**src/rtl/spi_pwm_cmd_receiver_if.sv**
```systemverilog
// SPI pin bundle plus the PWM-driver write port of spi_pwm_cmd_receiver.
// master = SPI host / PWM driver side, slave = the receiver.
interface spi_pwm_cmd_receiver_if;
    logic       spi_sclk;
    logic       spi_cs_n;
    logic       spi_mosi;
    logic       spi_miso;
    logic       set;
    logic [2:0] addr;
    logic [2:0] val;
    logic       frame_err;

    modport master (
        output spi_sclk, spi_cs_n, spi_mosi,
        input  spi_miso, set, addr, val, frame_err
    );

    modport slave (
        input  spi_sclk, spi_cs_n, spi_mosi,
        output spi_miso, set, addr, val, frame_err
    );
endinterface

```
**src/rtl/spi_pwm_cmd_receiver.sv**
```systemverilog
// Oversampling SPI mode-0 slave that turns 8-bit frames into PWM level writes and echoes frames back.
// PARITY_CHECK_EN: enables frame parity checking and a 4-bit error counter on readback.
module spi_pwm_cmd_receiver #(
    parameter int SYNC_STAGES = 2,
    parameter int FRAME_W     = 8
) (
    input logic             clk,
    input logic             reset,
    spi_pwm_cmd_receiver_if.slave bus
);
    localparam logic [1:0] S_IDLE  = 2'd0;
    localparam logic [1:0] S_SHIFT = 2'd1;
    localparam logic [1:0] S_DONE  = 2'd2;

    logic [SYNC_STAGES-1:0] sclk_sync_q, cs_sync_q, mosi_sync_q, fill_q;
    logic                   sclk_p_q, cs_p_q, armed_q, armed_d;
    logic                   sclk_s, cs_s, mosi_s;
    logic                   sclk_rise, sclk_fall, cs_rise, cs_fall;

    logic [1:0]         state_q, state_d;
    logic [3:0]         cnt_q, cnt_d;
    logic [FRAME_W-1:0] shreg_q, shreg_d, miso_sh_q, miso_sh_d, echo_q, echo_d, echo_rd;
    logic [2:0]         addr_q, addr_d, val_q, val_d;
    logic               set_q, set_d, ferr_q, ferr_d, pend_q, pend_d, frame_ok;

    assign sclk_s = sclk_sync_q[SYNC_STAGES-1];
    assign cs_s   = cs_sync_q[SYNC_STAGES-1];
    assign mosi_s = mosi_sync_q[SYNC_STAGES-1];

    // A cs_n low level seen straight out of reset is not a frame start: fall
    // detection is armed only once a genuine (post-reset) high sample is seen.
    assign armed_d   = armed_q | (fill_q[SYNC_STAGES-1] & cs_s);
    assign sclk_rise = sclk_s & ~sclk_p_q;
    assign sclk_fall = ~sclk_s & sclk_p_q;
    assign cs_fall   = armed_q & cs_p_q & ~cs_s;
    assign cs_rise   = cs_s & ~cs_p_q;

`ifdef PARITY_CHECK_EN
    logic [3:0] errcnt_q, errcnt_d;
    // Accepted frames carry an odd number of ones across bits[7:0].
    assign frame_ok = ^shreg_q;
    assign echo_rd  = {echo_q[7:4], errcnt_q};
`else
    assign frame_ok = 1'b1;
    assign echo_rd  = echo_q;
`endif

    always_comb begin
        state_d   = state_q;
        cnt_d     = cnt_q;
        shreg_d   = shreg_q;
        miso_sh_d = miso_sh_q;
        echo_d    = echo_q;
        addr_d    = addr_q;
        val_d     = val_q;
        pend_d    = pend_q;
        set_d     = 1'b0;
        ferr_d    = 1'b0;
`ifdef PARITY_CHECK_EN
        errcnt_d  = errcnt_q;
`endif
        case (state_q)
            S_IDLE: begin
                if (cs_fall || pend_q) begin
                    state_d   = S_SHIFT;
                    cnt_d     = 4'd0;
                    shreg_d   = '0;
                    miso_sh_d = echo_rd;
                    pend_d    = 1'b0;
                end
            end
            S_SHIFT: begin
                if (cs_rise) begin
                    state_d = S_DONE;
                end else begin
                    if (sclk_rise) begin
                        shreg_d = {shreg_q[FRAME_W-2:0], mosi_s};
                        if (cnt_q != 4'd9) cnt_d = cnt_q + 4'd1;
                    end
                    if (sclk_fall) miso_sh_d = {miso_sh_q[FRAME_W-2:0], 1'b0};
                end
            end
            S_DONE: begin
                state_d = S_IDLE;
                // A new frame starting right now must not be lost.
                pend_d  = cs_fall;
                if (cnt_q == 4'd8 && frame_ok) begin
                    echo_d = shreg_q;
                    if (shreg_q[7]) begin
                        set_d  = 1'b1;
                        addr_d = shreg_q[6:4];
                        val_d  = shreg_q[3:1];
                    end
                end else begin
                    ferr_d = 1'b1;
`ifdef PARITY_CHECK_EN
                    if (errcnt_q != 4'hF) errcnt_d = errcnt_q + 4'd1;
`endif
                end
            end
            default: state_d = S_IDLE;
        endcase
    end

    always_ff @(posedge clk) begin
        if (reset) begin
            sclk_sync_q <= '0;
            cs_sync_q   <= '1;
            mosi_sync_q <= '0;
            fill_q      <= '0;
            sclk_p_q    <= 1'b0;
            cs_p_q      <= 1'b1;
            armed_q     <= 1'b0;
            state_q     <= S_IDLE;
            cnt_q       <= 4'd0;
            shreg_q     <= '0;
            miso_sh_q   <= '0;
            echo_q      <= '0;
            addr_q      <= 3'd0;
            val_q       <= 3'd0;
            set_q       <= 1'b0;
            ferr_q      <= 1'b0;
            pend_q      <= 1'b0;
`ifdef PARITY_CHECK_EN
            errcnt_q    <= 4'd0;
`endif
        end else begin
            sclk_sync_q <= {sclk_sync_q[SYNC_STAGES-2:0], bus.spi_sclk};
            cs_sync_q   <= {cs_sync_q[SYNC_STAGES-2:0], bus.spi_cs_n};
            mosi_sync_q <= {mosi_sync_q[SYNC_STAGES-2:0], bus.spi_mosi};
            fill_q      <= {fill_q[SYNC_STAGES-2:0], 1'b1};
            sclk_p_q    <= sclk_s;
            cs_p_q      <= cs_s;
            armed_q     <= armed_d;
            state_q     <= state_d;
            cnt_q       <= cnt_d;
            shreg_q     <= shreg_d;
            miso_sh_q   <= miso_sh_d;
            echo_q      <= echo_d;
            addr_q      <= addr_d;
            val_q       <= val_d;
            set_q       <= set_d;
            ferr_q      <= ferr_d;
            pend_q      <= pend_d;
`ifdef PARITY_CHECK_EN
            errcnt_q    <= errcnt_d;
`endif
        end
    end

    assign bus.spi_miso  = (state_q == S_SHIFT) & miso_sh_q[FRAME_W-1];
    assign bus.set       = set_q;
    assign bus.addr      = addr_q;
    assign bus.val       = val_q;
    assign bus.frame_err = ferr_q;
endmodule

```
**src/flat_wrapper.sv**
```systemverilog
// flat-port wrapper written by rule: the top's interface ports become plain ports
module spi_pwm_cmd_receiver_flat 
#(
    parameter int SYNC_STAGES = 2,
    parameter int FRAME_W     = 8
)
  (clk, reset, bus_spi_sclk, bus_spi_cs_n, bus_spi_mosi, bus_spi_miso, bus_set, bus_addr, bus_val, bus_frame_err);
  spi_pwm_cmd_receiver_if bus_i ();
  input logic clk;
  input logic reset;
  input wire logic [$bits(bus_i.spi_sclk)-1:0] bus_spi_sclk;
  input wire logic [$bits(bus_i.spi_cs_n)-1:0] bus_spi_cs_n;
  input wire logic [$bits(bus_i.spi_mosi)-1:0] bus_spi_mosi;
  output wire logic [$bits(bus_i.spi_miso)-1:0] bus_spi_miso;
  output wire logic [$bits(bus_i.set)-1:0] bus_set;
  output wire logic [$bits(bus_i.addr)-1:0] bus_addr;
  output wire logic [$bits(bus_i.val)-1:0] bus_val;
  output wire logic [$bits(bus_i.frame_err)-1:0] bus_frame_err;
  assign bus_i.spi_sclk = bus_spi_sclk;
  assign bus_i.spi_cs_n = bus_spi_cs_n;
  assign bus_i.spi_mosi = bus_spi_mosi;
  assign bus_spi_miso = bus_i.spi_miso;
  assign bus_set = bus_i.set;
  assign bus_addr = bus_i.addr;
  assign bus_val = bus_i.val;
  assign bus_frame_err = bus_i.frame_err;
  spi_pwm_cmd_receiver #(.SYNC_STAGES(SYNC_STAGES), .FRAME_W(FRAME_W)) u_core (.clk(clk), .reset(reset), .bus(bus_i));
endmodule
```
**config.mk**
```make
export PLATFORM = sky130hd
export DESIGN_NAME = spi_pwm_cmd_receiver_flat
export DESIGN_NICKNAME = d
export VERILOG_FILES = /design/src/rtl/spi_pwm_cmd_receiver_if.sv /design/src/rtl/spi_pwm_cmd_receiver.sv /design/src/flat_wrapper.sv
export SDC_FILE = /design/constraint.sdc
export NUM_CORES = 1
export LEC_CHECK = 0
export CAP_MARGIN = 30
export CORE_UTILIZATION = 48
export DETAILED_ROUTE_END_ITERATION = 6
export HOLD_SLACK_MARGIN = 0.08
export PLACE_DENSITY = 0.67
export SLEW_MARGIN = 0
export SYNTH_ARGS = -nofsm -noshare
export SYNTH_HDL_FRONTEND = slang
export SYNTH_SLANG_ARGS = --single-unit
```
**constraint.sdc**
```tcl
create_clock -name clk -period 2.9 [get_ports clk]
set_clock_uncertainty 0.1 [all_clocks]
set_input_delay 0.58 -clock clk [delete_from_list [all_inputs] [get_ports clk]]
set_output_delay 0.58 -clock clk [all_outputs]
set_load 0.02 [all_outputs]
```
## After elaboration in Yosys (flattened, before gate mapping)

Cells that the tools add are included.

- $add $sub $neg: 1
- Equality and inequality tests: 10
- Multiplexer cells: 21
- Bitwise logic cells: 14
- Reduce and logical (&&, ||, !) cells: 13

Operators with widths:

| cell | number |
|---|---|
| $mux W8 | 6 |
| $pmux W8 S2 | 2 |
| $mux W4 | 4 |
| $ne A2 B1 Y1 const B | 5 |
| $pmux W4 S2 | 1 |
| $reduce_and A4 Y1 | 2 |
| $and A1 B1 Y1 | 7 |
| $not A1 Y1 | 6 |
| $reduce_and A2 Y1 | 3 |
| $reduce_and A5 Y1 | 1 |
| $add A4 B1 Y4 const B | 1 |
| $eq A4 B4 Y1 const B | 1 |
| $mux W1 | 4 |
| $mux W2 | 2 |
| $ne A4 B4 Y1 const B | 1 |
| $pmux W2 S2 | 1 |
| $reduce_bool A2 Y1 | 2 |
| $reduce_and A3 Y1 | 1 |
| $reduce_or A3 Y1 | 1 |
| $eq A2 B1 Y1 const B | 1 |
| $eq A2 B2 Y1 const B | 1 |
| $logic_not A2 Y1 | 1 |
| $ne A2 B2 Y1 const B | 1 |
| $pmux W1 S2 | 1 |
| other kinds (3) | 3 |

- Flip-flop bits (word level): 50
- Input port bits: 5
- Output and inout bits: 9
- Word-level logic and storage cells: 77

## Longest topological paths before layout

- Word-level depth: 5
- Mapped depth: 8
- Depth with buffers taken out: 6

## Worst setup path before layout

OpenSTA, ideal clock, no wires.

- Kind: register to output
- Start: reg u_core.state_q[1]
- End: out bus_spi_miso
- Arrival time: 1.008 ns
- Data required time: 2.220 ns
- Path slack: 1.212 ns
- Stages on the path, launching flop included: 4
- Buffers on the path: 1
- Cell sequence: dfxtp_1 > and2b_4 > buf_2 > and2_1

- Cells in the longest elaborated chain, start to end: 2

Ends and longest elaborated chain:

| what | line | source |
|---|---|---|
| from (decl) | spi_pwm_cmd_receiver.sv:20 | `logic [1:0] state_q, state_d;` |
| from (signal assigned) | spi_pwm_cmd_receiver.sv:135 | `state_q <= state_d;` |
| $eq A2 B1 Y1 | spi_pwm_cmd_receiver.sv:151 | `assign bus.spi_miso = (state_q == S_SHIFT) & miso_sh_q[FRAME_W-1];` |
| $and A1 B1 Y1 | spi_pwm_cmd_receiver.sv:151 |  |
| to (decl) | flat_wrapper.sv:14 | `output wire logic [$bits(bus_i.spi_miso)-1:0] bus_spi_miso;` |

Every way passes these cells.

## Worst setup path after layout

- Start: reg u_core.state_q[0]
- End: out bus_spi_miso

Same word-level chain as after synthesis.

==> impl_metrics.toml <==
[sta]
timing.final.max_slew_violations = 0
report.final.hold_viol_count = 0
max_slew_margin = 0.614
timing.fmax_mhz = 372
rsz0062_at_grt = "false"
setup_slack_ns = 0.215
setup_violations = 0
timing.setup.tns_ns = 0
final.min_clock_period_ns = 2.68
final_min_period_over_clock_period = 0.926
timing_worst_slew_pin_value_ns = 0.575

[die]
start_util = 0.502
design.core.area_um2 = 4000
vertical_die_dimension_um = 66.7
chipWidth_um = 66.7
num_rows = 23
design.portCount = 14
fp.dieArea_um2 = 4450

[synthesis]
synth_cells = 211
syn_area_per_cell_um2 = 9.52
ys_seq_area_frac = 0.498
synth.cell_area_um2 = 2010
synthesis.yosys.warnings = 0
synthDistinctLibCells = 37
ys_ff_latch = 50
synthesized_netlist_net_count = 219

[place]
post-dp-hpwl_um = 2730
port-buffer-count = 13
globalplace.congestion = 0.737
dp_slack_ns = 0.556
placedInstanceArea_um2 = 2150
placedCellCount = 263

[routing]
final_antenna_net_count = 0
first_pass_iteration_count_of_the_detailed_router = 4
vias = 1531
wirelength_um = 3890
drc = 0
drt-initial-drc-count = 163
route.detailed.wl_per_inst_um = 14.3
post_drt_via_cell_ratio = 5.65

[clock_network]
clockBufferDepth = 2
clkSinkCount = 50
cts_root_buffer_type = "clkbuf_8"
clk-insertion-delay-late_ns = 0.31
cts.clk_slew.worst_paths_ns = 0.09
tritoncts = "built"
post_cts_setup_driven_buffer_insertion_count = 0
ctsHoldBuffers = 0
cts_made_buffers = 5
ctsHtreeMaxLevel = 2
post_cts_resized = 0

[grt]
antenna_found_initial = 0
grt_util_all_layers = 0.212
grt_pass1_wl_um = 6860
first_global_vias = 1438
largest_net_degree_at_the_start_of_global_routing = 34
residual_overflow_from_global_routing = 0

[critical_path]
setup.worst_path.end_class = "primary output"
kind_of_cell_adding_the_most_delay_to_the_critical_path = "flip-flops"
worst_path_max_delay_cell = "dfxtp_1"
crit_path_cell_trace = "and2b_4, and2_1, clkdlybuf4s50_1"
timing.critical_path.slowest_cell_delay_ns = 0.60
crit_type = "reg2out"
cp.required_ns = 2.22
regToRegSetupSlack_ns = 0.97
worstPathBufferInverterCount = 1
cp_max_fo = 15
critical_path_source_type = "flip-flop"
cp_data_arrival_time_ns = 2.00

[finish]
final_core_utilization = 0.563
final_cells = 271
insertedDiodeCount = 0
drive_gt1_frac = 0.0995
mostFrequentLayoutCells = "50 x dfxtp_1, 23 x nand2_1, 20 x a21oi_1"
fin_nets = 228
syn_to_final_growth_pct = 12.1
layout.cell_area.non_filler_um2 = 2250
final_common_cell = "dfxtp_1"
fill_cells = 369

[pwr]
power_per_cell_area_nw_per_um2 = 516
vdd_drop_max_mv = 0.221
power.leakage_nw = 0.801

[run]
cap_viol_max_count = 0

[status]
run_status = "completed"

[worst_hold_path]
path_class_of_the_lowest_slack_min_delay_path = "reg2reg"
==> synthesized netlist by cell type, drive strengths merged <==
library cell,instances,area [um2]
nor3,2,10.0
a41oi,1,16.3
nand4,10,62.6
a221oi,7,73.8
ha,3,37.5
and2b,1,10.0
and4,1,8.76
and2,2,12.5
and3,1,6.26
a311oi,1,15.0
or2,3,18.8
and3b,2,17.5
o21ai,2,10.0
nor2b,8,50.1
nand4b,1,23.8
nand3b,1,7.51
dfxtp,50,1000
a21oi,20,100
buf,9,62.6
nand2,23,86.3
clkinv,2,7.51
inv,2,7.51
nand3,18,90.1
mux2i,8,80.1
clkbuf,7,27.5
nor4,1,6.26
nor3b,1,7.51
a22oi,1,7.51
a41o,8,80.1
nor2,12,45.0
nand2b,3,18.8
==> state kept, by name (all words and copies together), names as in the netlist <==
signal and flops:
u_core.state_q 2, u_core.cs_p_q 1, u_core.bus.set 1, u_core.fill_q 2, u_core.bus.frame_err 1, u_core.pend_q 1, u_core.sclk_sync_q 2, u_core.sclk_p_q 1
u_core.miso_sh_q 8, u_core.cnt_q 4, u_core.mosi_sync_q 2, u_core.bus.val 3, u_core.bus.addr 3, u_core.armed_q 1, u_core.cs_sync_q 2, u_core.echo_q 8
u_core.shreg_q 8
==> per-layer routing <==
metal,part of all wire,global-route usage,vias to the layer above
li1,-,-,774
met2,0.47,0.316,26
met5,0,0,-
met4,0.031,0.117,0
met3,0.029,0.0514,12
met1,0.47,0.279,719
==> worst register-to-register path, delay by kind of cell, from the launching register on <==
family	cells	cell delay, ns
simple gates	2	0.74
flops	1	0.60
compound gates	2	0.40
==> layout make-up <==
class | count | area, um2 | share of cell area
Inverter | 4 | 15.0 | 0.00667
Clock buffer | 6 | 82.6 | 0.0367
Multi-Input combinational cell | 141 | 902 | 0.401
Tap cell | 50 | 62.6 | 0.0278
Timing Repair Buffer | 18 | 171 | 0.0761
Sequential cell | 50 | 1000 | 0.444
Clock inverter | 2 | 17.5 | 0.00778
==> kinds of logic (layout without fill, tap and decap cells) <==
group	count (synthesis)	in the layout	synth area share
multiplexers	8	8	0.0399
adder cells (fa/ha/maj)	3	3	0.0187
AND/OR/NAND/NOR	90	90	0.240
buffers and inverters	20	30	0.0523
flip-flops	50	50	0.498
AO/OA/AOI/OAI	40	40	0.151
==> worst paths after layout <==
path,to,startpoint,cells after the start
max,bus_spi_miso,u_core.state_q[0],3
min,u_core.cs_sync_q[1],u_core.cs_sync_q[0],1
max reg2reg,u_core.cnt_q[3],u_core.state_q[0],4
min reg2reg,u_core.cs_sync_q[1],u_core.cs_sync_q[0],1
==> power breakdown <==
part	total, mW	internal [mW]	switching, mW
sequential	0.697	0.693	0.00367
combinational	0.0338	0.0132	0.0205
clock	0.431	0.197	0.234
total	1.16	0.903	0.258
==> per-stage QoR <==
stage | total power [mW] | hold WS, ns
finish | 1.16 | 0.317
global route | 1.21 | 0.338
CTS | 1.17 | 0.318
detailed placement | 0.747 | 0.296
global placement | 0.745 | 0.292
floorplan | 0.734 | 0.289
Note: power is estimated with default switching activity, not from simulation.
